--- src/rtl/pipeline_skid_stage_pkg.sv ---
// Shared pipeline definitions: stage state encoding {main valid, skid valid}
// and the zero payload presented by empty slots.
package pipeline_skid_stage_pkg;

  typedef enum logic [1:0] {
    ST_EMPTY = 2'b00,
    ST_FULL  = 2'b10,
    ST_SKID  = 2'b11
  } stage_state_e;

  localparam int unsigned MAX_PAYLOAD_WIDTH = 1024;
  localparam logic [MAX_PAYLOAD_WIDTH-1:0] ZERO_PAYLOAD = '0;

endpackage

--- src/rtl/sat_counter.sv ---
// Saturating up-counter with enable; holds at all-ones instead of wrapping.
module sat_counter #(
  parameter int WIDTH = 16
) (
  input  logic             clk,
  input  logic             rst_n,
  input  logic             en,
  output logic [WIDTH-1:0] count
);

  localparam logic [WIDTH-1:0] COUNT_MAX = '1;

  logic [WIDTH-1:0] count_q;
  logic [WIDTH-1:0] count_d;

  always_comb begin
    count_d = count_q;
    if (en && (count_q != COUNT_MAX)) begin
      count_d = count_q + WIDTH'(1);
    end
  end

  always_ff @(posedge clk or negedge rst_n) begin
    if (!rst_n) begin
      count_q <= '0;
    end else begin
      count_q <= count_d;
    end
  end

  assign count = count_q;

endmodule

--- src/rtl/pipeline_skid_stage.sv ---
// Elastic pipeline register with a 2-entry skid buffer: registered in_ready,
// zeroed payload on empty slots, and a saturating back-pressure counter.
module pipeline_skid_stage
  import pipeline_skid_stage_pkg::*;
#(
  parameter int DATA_WIDTH = 32,
  parameter int CNT_WIDTH  = 16
) (
  input  logic                  clk,
  input  logic                  rst_n,
  input  logic                  flush,
  input  logic                  in_valid,
  output logic                  in_ready,
  input  logic                  in_wb,
  input  logic [DATA_WIDTH-1:0] in_data,
  output logic                  out_valid,
  input  logic                  out_ready,
  output logic                  out_wb,
  output logic [DATA_WIDTH-1:0] out_data,
  output logic [CNT_WIDTH-1:0]  stall_count
);

  localparam logic [DATA_WIDTH-1:0] ZERO_DATA = ZERO_PAYLOAD[DATA_WIDTH-1:0];

  stage_state_e          state_q, state_d;
  logic                  in_ready_q, in_ready_d;
  logic                  main_wb_q, main_wb_d;
  logic [DATA_WIDTH-1:0] main_data_q, main_data_d;
  logic                  skid_wb_q, skid_wb_d;
  logic [DATA_WIDTH-1:0] skid_data_q, skid_data_d;
  logic                  accept;
  logic                  consume;

  assign accept  = in_valid & in_ready_q;
  assign consume = out_valid & out_ready;

  always_ff @(posedge clk or negedge rst_n) begin
    if (!rst_n) begin
      state_q     <= ST_EMPTY;
      in_ready_q  <= 1'b1;
      main_wb_q   <= 1'b0;
      main_data_q <= '0;
      skid_wb_q   <= 1'b0;
      skid_data_q <= '0;
    end else begin
      state_q     <= state_d;
      in_ready_q  <= in_ready_d;
      main_wb_q   <= main_wb_d;
      main_data_q <= main_data_d;
      skid_wb_q   <= skid_wb_d;
      skid_data_q <= skid_data_d;
    end
  end

  always_comb begin
    state_d = state_q;
    if (flush) begin
      state_d = ST_EMPTY;
    end else begin
      case (state_q)
        ST_EMPTY: if (accept) state_d = ST_FULL;
        ST_FULL: begin
          if (accept && !consume) state_d = ST_SKID;
          else if (!accept && consume) state_d = ST_EMPTY;
        end
        ST_SKID: if (consume) state_d = ST_FULL;
        default: state_d = ST_EMPTY;
      endcase
    end
  end

  // in_data is only ever copied on accept, so idle junk never reaches out_data.
  always_comb begin
    main_wb_d   = main_wb_q;
    main_data_d = main_data_q;
    skid_wb_d   = skid_wb_q;
    skid_data_d = skid_data_q;
    in_ready_d  = (state_d != ST_SKID);
    if (flush) begin
      main_wb_d   = 1'b0;
      main_data_d = ZERO_DATA;
      skid_wb_d   = 1'b0;
      skid_data_d = ZERO_DATA;
    end else begin
      case (state_q)
        ST_EMPTY: begin
          if (accept) begin
            main_wb_d   = in_wb;
            main_data_d = in_data;
          end
        end
        ST_FULL: begin
          if (accept && consume) begin
            main_wb_d   = in_wb;
            main_data_d = in_data;
          end else if (accept) begin
            skid_wb_d   = in_wb;
            skid_data_d = in_data;
          end else if (consume) begin
            main_wb_d   = 1'b0;
            main_data_d = ZERO_DATA;
          end
        end
        ST_SKID: begin
          if (consume) begin
            main_wb_d   = skid_wb_q;
            main_data_d = skid_data_q;
            skid_wb_d   = 1'b0;
            skid_data_d = ZERO_DATA;
          end
        end
        default: begin
          main_wb_d   = 1'b0;
          main_data_d = ZERO_DATA;
          skid_wb_d   = 1'b0;
          skid_data_d = ZERO_DATA;
        end
      endcase
    end
  end

  always_comb begin
    in_ready  = in_ready_q;
    out_valid = (state_q != ST_EMPTY);
    out_wb    = main_wb_q;
    out_data  = main_data_q;
  end

  sat_counter #(
    .WIDTH(CNT_WIDTH)
  ) u_stall_cnt (
    .clk  (clk),
    .rst_n(rst_n),
    .en   (out_valid & ~out_ready),
    .count(stall_count)
  );

endmodule

--- config.mk ---
export PLATFORM = sky130hd
export DESIGN_NAME = pipeline_skid_stage
export DESIGN_NICKNAME = d
export VERILOG_FILES = /design/src/rtl/pipeline_skid_stage_pkg.sv /design/src/rtl/sat_counter.sv /design/src/rtl/pipeline_skid_stage.sv
export SDC_FILE = /design/constraint.sdc
export NUM_CORES = 1
export LEC_CHECK = 0
export ABC_AREA = 1
export CORE_MARGIN = 4
export CORE_UTILIZATION = 35
export DETAILED_ROUTE_END_ITERATION = 7
export HOLD_SLACK_MARGIN = 0.03
export SYNTH_ARGS = -nofsm -noshare
export SYNTH_HDL_FRONTEND = slang
export SYNTH_SLANG_ARGS = --single-unit
--- constraint.sdc ---
create_clock -name clk -period 3.3 [get_ports clk]
set_input_delay 0.99 -clock clk [delete_from_list [all_inputs] [get_ports clk]]
set_output_delay 0.99 -clock clk [all_outputs]
set_load 0.1 [all_outputs]
* Word-level counts from Yosys, hierarchy flattened *
Index checks and enable logic that the tools add are counted.

operators by class
  add/sub/neg operators = 1
  $mul = 0
  div/mod/pow operators = 0
  magnitude comparators = 0
  eq/ne operators = 11
  shift-type cells = 0
  mux-type cells = 26
  bitwise gates (word level) = 4
  reduce and logical (&&, ||, !) cells = 10

operators with widths
  cell                                                             number
  32-bit two-way mux                                               8
  32-bit one-hot mux with 3 select lines                           2
  16-bit by 1-bit adder with 16-bit output, second input constant  1
  16-bit != test, second input constant                            1
  3-bit != test, second input constant                             4
  2-bit two-way mux                                                5
  1-bit two-way mux                                                8
  4-bit != test, second input constant                             2
  4-bit AND reduction                                              2
  1-bit one-hot mux with 3 select lines                            2
  2-bit one-hot mux with 3 select lines                            1
  2-bit == test, second input constant                             2
  1-bit logical AND                                                4
  2-bit != test, second input constant                             2
  1-bit bitwise AND                                                3
  1-bit logical NOT                                                2
  2-bit logical NOT                                                1
  2-bit nonzero test                                               1
  1-bit NOT                                                        1

storage, ports and cells
  register bits = 85
  bits in latches = 0
  bits in writable memories = 0
  bits in read-only memories = 0
  bits of input ports = 38
  logic and storage cells = 59
  memories kept = 0

* Longest topological paths before layout *
Gate-level depths: netlist of run 1.

  word-level depth = 8
  mapped depth = 9
  depth with buffers taken out = 8

* Hierarchy *
Synthesis of run 1 repeated with hierarchy kept, for this count alone.

second synthesis, totals
  cells, all modules = 678
  area total of the unflattened synthesis = 4763.3 um^2

by module, submodules not included
  module               times used  cells each  area an instance (um^2)
  pipeline_skid_stage  1           531         3732.3
  sat_counter          1           147         1031.0

* Worst setup path before layout of run 1 *
No wires, ideal clock.

  path kind = reg2reg
  start = reg u_stall_cnt.count_q[1] (netlist: u_stall_cnt.count[1])
  end = reg u_stall_cnt.count_q[3] (netlist: u_stall_cnt.count[3])
  arrival time = 2.157 ns
  path slack = 1.023 ns
  stages on the path, launching flop included = 10
  buffers on the path = 1
  clock period less this slack = 2.277 ns
  path through = dfrtp_1 ha_1 nand3_2 clkinv_2 nand2_4 o21ai_4 inv_4 buf_6 nand2_1 nand2_1

on the way
  word-level cells in the longest chain between the ends = 2
  elaborated cells on any way between the ends = 3
  those cells by class = add/sub: 1; eq/ne: 1; reduce/logical: 1

ends and longest elaborated chain
  element                                                                                           line               RTL
  from (decl)                                                                                       sat_counter.sv:13  logic [WIDTH-1:0] count_q;
  from (signal assigned)                                                                            sat_counter.sv:27  count_q <= count_d;
  parallel branches: the longest is 2 deep, another holds 16-bit by 1-bit adder with 16-bit output  -

Several ways; the timed one is not identified.
A chain may end at the register's enable or synchronous reset.

* Worst setup path in the final report of run 1 *
  start = reg state_q[1]
  end = out out_valid

on the way
  word-level cells in the longest chain between the ends = 1

ends and longest elaborated chain
  element                 line                        RTL
  from (decl)             pipeline_skid_stage.sv:25   stage_state_e state_q, state_d;
  from (signal assigned)  pipeline_skid_stage.sv:46   state_q <= state_d;
  2-bit nonzero test      pipeline_skid_stage.sv:124  out_valid = (state_q != ST_EMPTY);
  to (decl)               pipeline_skid_stage.sv:16   output logic out_valid,

Every way passes these cells.

==> metrics.md, run 1 <==
| Metric | Value |
|---|---|
| Status | finished clean |
| CTS Sinks | 85 |
| Detailed Route WL | 10900 um |
| YS warnings | 0 |
| Synth top cells by count | nand2_1, dfrtp_1, nand3_1 |
| Number of antenna violations at the first check in global routing | 1 |
| CTS buffer count | 9 |
| Setup WS pre-CTS | 685 ps |
| Hold path cells | 2 |
| Core area | 11700 um2 |
| CP top delay family | flip-flops |
| CTS tree | done |
| Vias in the first global route | 3757 |
| Worst Setup End Kind | primary output |
| Port-buffer cells | 88 |
| Pwr per Cell Area | 576 nW/um2 |
| Unrepaired setup endpoints after global routing | no |
| Tightest Hold Check Type | flop to flop |
| H-tree depth | 3 |
| Clk_skew | 7.99 ps |
| RR Endpoint | out_data[14]$_DFFE_PN0P_ |
| Synthesized area per cell | 7.56 um2 |
| Cells after Synth | 562 |
| Tot GR Track Use | 0.160 |
| Largest net degree at the start of global routing | 56 |
| Yosys top cell area share | 0.495 |
| Clk slew on worst S/H paths | 60 ps |
| Worst path cell trace | nor2_4 -> inv_1 -> buf_4 |
| Initial drt markers | 259 |
| Kind of critical path | flop to primary output |
| Drt first pass iters | 4 |
| Die Span X | 118 um |
| First-pass GRT wire length | 18500 um |
| Critical R2R Launch | state_q[1]$_DFF_PN0_ |
| Setup Fix Bufs, Post-CTS | 0 |
| Clk_lat worst skew | 330 ps |
| Buf+Inv Stages, Crit Path | 2 |
| Post-DR wirelength/cell | 13.7 um |
| Top-count cell post-synth | nand2_1 |
| Leak pwr | 2.72 nW |
| Slew headroom | 0.261 |
| Slowest CP cell | dfrtp_1 |
| CTS Hold Bufs | 0 |
| Core Rows | 39 |
| Most used DFF post-synth | dfrtp_1 |
| Mapped cell area | 4250 um2 |
| CP required | 2310 ps |
| Period Utilization, post-route | 0.710 |
| R2R depth | 6 |
| Hold Startpoint | out_data[1]$_DFFE_PN0P_ |
| WHS | 484 ps |
| Post-synth EDFFs | 0 |
| Vias per cell | 4.81 |
| Final nets | 681 |
| I/O pin cnt | 89 |
| Area growth syn-to-layout | 27.4% |
| Worst EP arrival | 1350 ps |
| #FFs+latches synth | 85 |
| Die area | 14000 um2 |
| PostCTS Resize Cnt | 0 |
| CTS max path bufs | 2 |
| Distinct cell type count after synthesis | 27 |
| DRC | 0 |
| Via count | 3803 |
| Period minus WS final | 2340 ps |
| Crit Path Max Fanout | 9 |
| Setup Viol. Count Final | 0 |
| Gp weighted congestion | 0.779 |
| Critical Path Max Stage Delay | 570 ps |
| Share of post-route cells with drive strength above 1 | 0.151 |
| Setup ws final | 956 ps |
| Least-Margin Pin Slew | 1110 ps |
| Setup TNS | 0 ps |
| Ant diodes | 0 |
| R2R Setup Slk | 1360 ps |
| CP Launch Type | flop |
| Worst VDD drop | 0.000359 V |
| Root Driver | clkbuf_16 |
| Fmax | 0.427 GHz |
| Hold path endpoint | out_data[1]$_DFFE_PN0P_ |
| Max Cap Viol | 0 |
| Total gr overflow | 0 |
| Synthesized Nets | 601 |
| Sequential share of the synthesized area | 0.501 |
| Fin. max-slew vios | 0 |
| Async SR Flop Fraction | 1.00 |
| Final hold viol count | 0 |
| Antenna-violating nets left | 0 |
| Hpwl dp | 7200 um |
| Chip Height | 118 um |
| Final total power | 0.00312 W |
| Dominant cells by area after synthesis | dfrtp_1, nand2_1, nand3_1, o21ai_1, buf_6 |
| Cell taking the most area after synthesis | dfrtp_1 |
| Initial Utilization | 0.364 |
## area by class of cell
class,count,area [um2]
well taps,143,179
flip-flops and latches,85,2130
multi-input cells,433,1890
clock buffers,12,236
inverters,16,63.8
repair buffers,97,843
fillers,1148,6250
clock inverters,4,72.6
## cells by family after synthesis
logic type | Yosys count | synth area share
AOI/OAI and AO/OA | 44 | 0.0580
buffers and inverters | 44 | 0.0557
xor gates and xnor gates | 7 | 0.0144
DFF | 85 | 0.501
and+or+nand+nor | 381 | 0.368
adders and majority gates | 1 | 0.00295
## worst register-to-register path: cells and delay by family, from the launching register on
family | cells | cell delay [ps]
and+or+nand+nor | 5 | 500
DFF | 1 | 570
buffers and inverters | 1 | 810
## state kept, by name (all words and copies together), names as in the netlist
| signal | cells |
|---|---|
| out_wb | 1 |
| state_q | 2 |
| skid_wb_q | 1 |
| skid_data_q | 32 |
| u_stall_cnt.count | 16 |
| out_data | 32 |
| in_ready | 1 |
## stage by stage
| step | cell area (um2) | std cells | util |
|---|---|---|---|
| 2_1_floorplan | 4250 | 562 | - |
| 3_3_place_gp | 5100 | 774 | 0.438 |
| 3_5_place_dp | 5100 | 774 | 0.438 |
| 4_1_cts | 5410 | 790 | 0.464 |
| 5_1_grt | 5410 | 790 | 0.464 |
| 6_report | 5410 | 790 | 0.464 |
## power breakdown
group / internal [W] / switching, W
clock network: 0.000663 / 0.000409
logic: 0.000202 / 0.000651
registers: 0.00112 / 0.0000703
## cell usage in the layout, fill, tap and decap left out
master,instances
dfstp_2,1
nand2_1,303
clkinv_2,2
clkdlybuf4s50_1,36
nand2_2,7
nand2_4,1
nand3_1,40
a21oi_1,2
nand3_2,2
nor2_1,16
o21ai_2,1
inv_2,2
nor2_4,4
o21ai_0,8
ha_1,1
buf_12,2
xnor2_1,7
clkinvlp_4,1
dfrtp_1,84
bufinv_16,2
nor2_2,2
clkbuf_16,9
nand4_1,6
inv_4,1
o21ai_1,31
o21ai_4,2
clkbuf_1,3
buf_4,59
inv_1,12
## routing by layer
metal  up-vias  part of all wire  global-route usage
li1       1926                 -                   -
met1      1769              0.48               0.212
met2        89              0.45               0.254
met3        17             0.056              0.0372
met4         2             0.020              0.0659
met5         -            0.0011                   0
## how the worst max path moves through the flow
| stage | from | end | depth (start not counted) |
|---|---|---|---|
| 6_report | state_q[1]$_DFF_PN0_ | out_valid | 3 |
| 5_1_grt | state_q[1]$_DFF_PN0_ | out_valid | 3 |
| 4_1_cts | state_q[1]$_DFF_PN0_ | out_valid | 3 |
| 3_5_place_dp | out_ready | out_data[20]$_DFFE_PN0P_ | 8 |
| 3_3_place_gp | out_ready | out_data[20]$_DFFE_PN0P_ | 8 |
| 2_1_floorplan | u_stall_cnt.count[1]$_DFFE_PN0P_ | u_stall_cnt.count[3]$_DFFE_PN0P_ | 9 |
(Power assumes the default switching activity.)
==> run 2, diff against run 1 <==
==> constraint.sdc (replaced) <==
create_clock -name clk -period 2.2 [get_ports clk]
set_input_delay 0.66 -clock clk [delete_from_list [all_inputs] [get_ports clk]]
set_output_delay 0.66 -clock clk [all_outputs]
set_load 0.1 [all_outputs]
==> metrics.md, run 2 (synthesized netlist as in run 1, its figures left out) <==
| Metric | Value |
|---|---|
| Status | finished clean |
| Setup Viol. Count Final | 0 |
| Post-DR wirelength/cell | 13.2 um |
| Share of total power in the clock network | 0.327 |
| Share of post-route cells with drive strength above 1 | 0.163 |
| Placed Cells | 779 |
| Die Span X | 118 um |
| Final total power | 0.00474 W |
| Gp weighted congestion | 0.800 |
| Setup TNS | 0 ps |
| Max Cap Viol | 0 |
| Non-Filler Instances | 795 |
| Number of antenna violations at the first check in global routing | 0 |
| Least-Margin Pin Slew | 481 ps |
| Fillers | 1120 |
| Worst VDD drop | 0.000563 V |
| CP required | 1540 ps |
| Hpwl dp | 7220 um |
| CP Launch Type | flop |
| Clk_lat worst skew | 340 ps |
| CTS max path bufs | 2 |
| Cell-internal power | 0.00303 W |
| Final nets | 686 |
| Clk slew on worst S/H paths | 60 ps |
| CTS Hold Bufs | 0 |
| Slowest CP cell | dfrtp_1 |
| Period Utilization, post-route | 0.919 |
| Final hold viol count | 0 |
| Chip Height | 118 um |
| CTS Sinks | 85 |
| I/O pin cnt | 89 |
| Pwr per Cell Area | 828 nW/um2 |
| Initial drt markers | 310 |
| Clk_skew | 4.21 ps |
| DRC | 0 |
| Unrepaired setup endpoints after global routing | no |
| Worst EP arrival | 1360 ps |
| Vias per cell | 4.79 |
| First-pass GRT wire length | 19000 um |
| Drt first pass iters | 4 |
| Leak pwr | 2.82 nW |
| Commonest non-fill, non-tap cells in the layout | nand2_1, dfrtp_1, buf_4 |
| Total gr overflow | 0 |
| Setup Fix Bufs, Post-CTS | 0 |
| Crit Path Max Fanout | 9 |
| Detailed Route WL | 10500 um |
| Tot GR Track Use | 0.164 |
| Die area | 14000 um2 |
| Critical Path Max Stage Delay | 520 ps |
| Crit path launch | state_q[1]$_DFF_PN0_ |
| Kind of critical path | flop to primary output |
| PostCTS Resize Cnt | 0 |
| Multi-input logic area | 1890 um2 |
| Fmax | 0.495 GHz |
| Largest net degree at the start of global routing | 86 |
| Sequential share of power | 0.381 |
| H-tree depth | 3 |
| Tightest Hold Check Type | primary input to asynchronous set/reset pin |
| Antenna-violating nets left | 0 |
| Switching power total | 0.00170 W |
| Fin. max-slew vios | 0 |
| Worst path cell trace | nor2_4 -> inv_1 -> buf_12 |
| Port-buffer cells | 88 |
| Root Driver | clkbuf_16 |
| Ant diodes | 0 |
| CTS tree | done |
| Sw Share | 0.360 |
| Combinational share of power | 0.293 |
| Vias in the first global route | 3867 |
| Area growth syn-to-layout | 34.7% |
| Worst Setup End Kind | primary output |
| Slew headroom | 0.678 |
| Core area | 11700 um2 |
| Critical R2R Launch | u_stall_cnt.count[1]$_DFFE_PN0P_ |
| Most common cell after layout, fill and taps aside | nand2_1 |
| Core Rows | 39 |
| Via count | 3812 |
| CTS buffer count | 9 |
| Period minus WS final | 2020 ps |
| Storage element area | 2130 um2 |
| Initial Utilization | 0.364 |
## run 2: area by class of cell
type,count,share of cell area
Timing Repair Buffer,102,0.202
Multi-Input combinational cell,433,0.330
Clock inverter,3,0.00765
Tap cell,143,0.0313
Sequential cell,85,0.372
Inverter,16,0.0112
Clock buffer,13,0.0455
## run 2: path summary, 6_finish.rpt
kind,endpoint,slack (ps),depth (start not counted)
max reg2reg,u_stall_cnt.count[14]$_DFFE_PN0P_,340,8
min,out_data[5]$_DFFE_PN0P_,350,2
min reg2reg,out_data[11]$_DFFE_PN0P_,480,2
min in group clk,out_data[11]$_DFFE_PN0P_,480,2
max,out_valid,180,3
max in group asynchronous,in_ready$_DFF_PN1_,1460,2
## run 2: power groups by stage
| stage | clock network, W | registers, W | logic [W] |
|---|---|---|---|
| after floorplan | 0 | 0.00242 | 0.000336 |
| final | 0.00155 | 0.00180 | 0.00139 |
| after detailed placement | 0 | 0.00183 | 0.00140 |
| after global placement | 0 | 0.00183 | 0.00139 |
| after CTS | 0.00160 | 0.00181 | 0.00140 |
| after global routing | 0.00166 | 0.00183 | 0.00148 |
## run 2: through the flow
step / hold slack, ps / setup slack (ps) / area [um2] / util
2_1_floorplan: 364 / 152 / 4250 / -
3_3_place_gp: 463 / 86.6 / 5420 / 0.465
3_5_place_dp: 466 / 35.2 / 5420 / 0.465
4_1_cts: 375 / 153 / 5720 / 0.491
5_1_grt: 403 / 113 / 5720 / 0.491
6_report: 351 / 179 / 5720 / 0.491
## run 2: routing by layer
layer	part of all wire	up-vias	GRT usage
met4	0.020	0	0.0630
met2	0.46	96	0.260
met3	0.054	15	0.0372
met5	0	-	0
met1	0.46	1765	0.217
li1	-	1936	-
## run 2: critical path, delay by kind of cell (launching register included)
| family | cells | cell delay, ps |
|---|---|---|
| buffers and inverters | 2 | 270 |
| flip-flops | 1 | 520 |
| AND/OR/NAND/NOR | 1 | 230 |
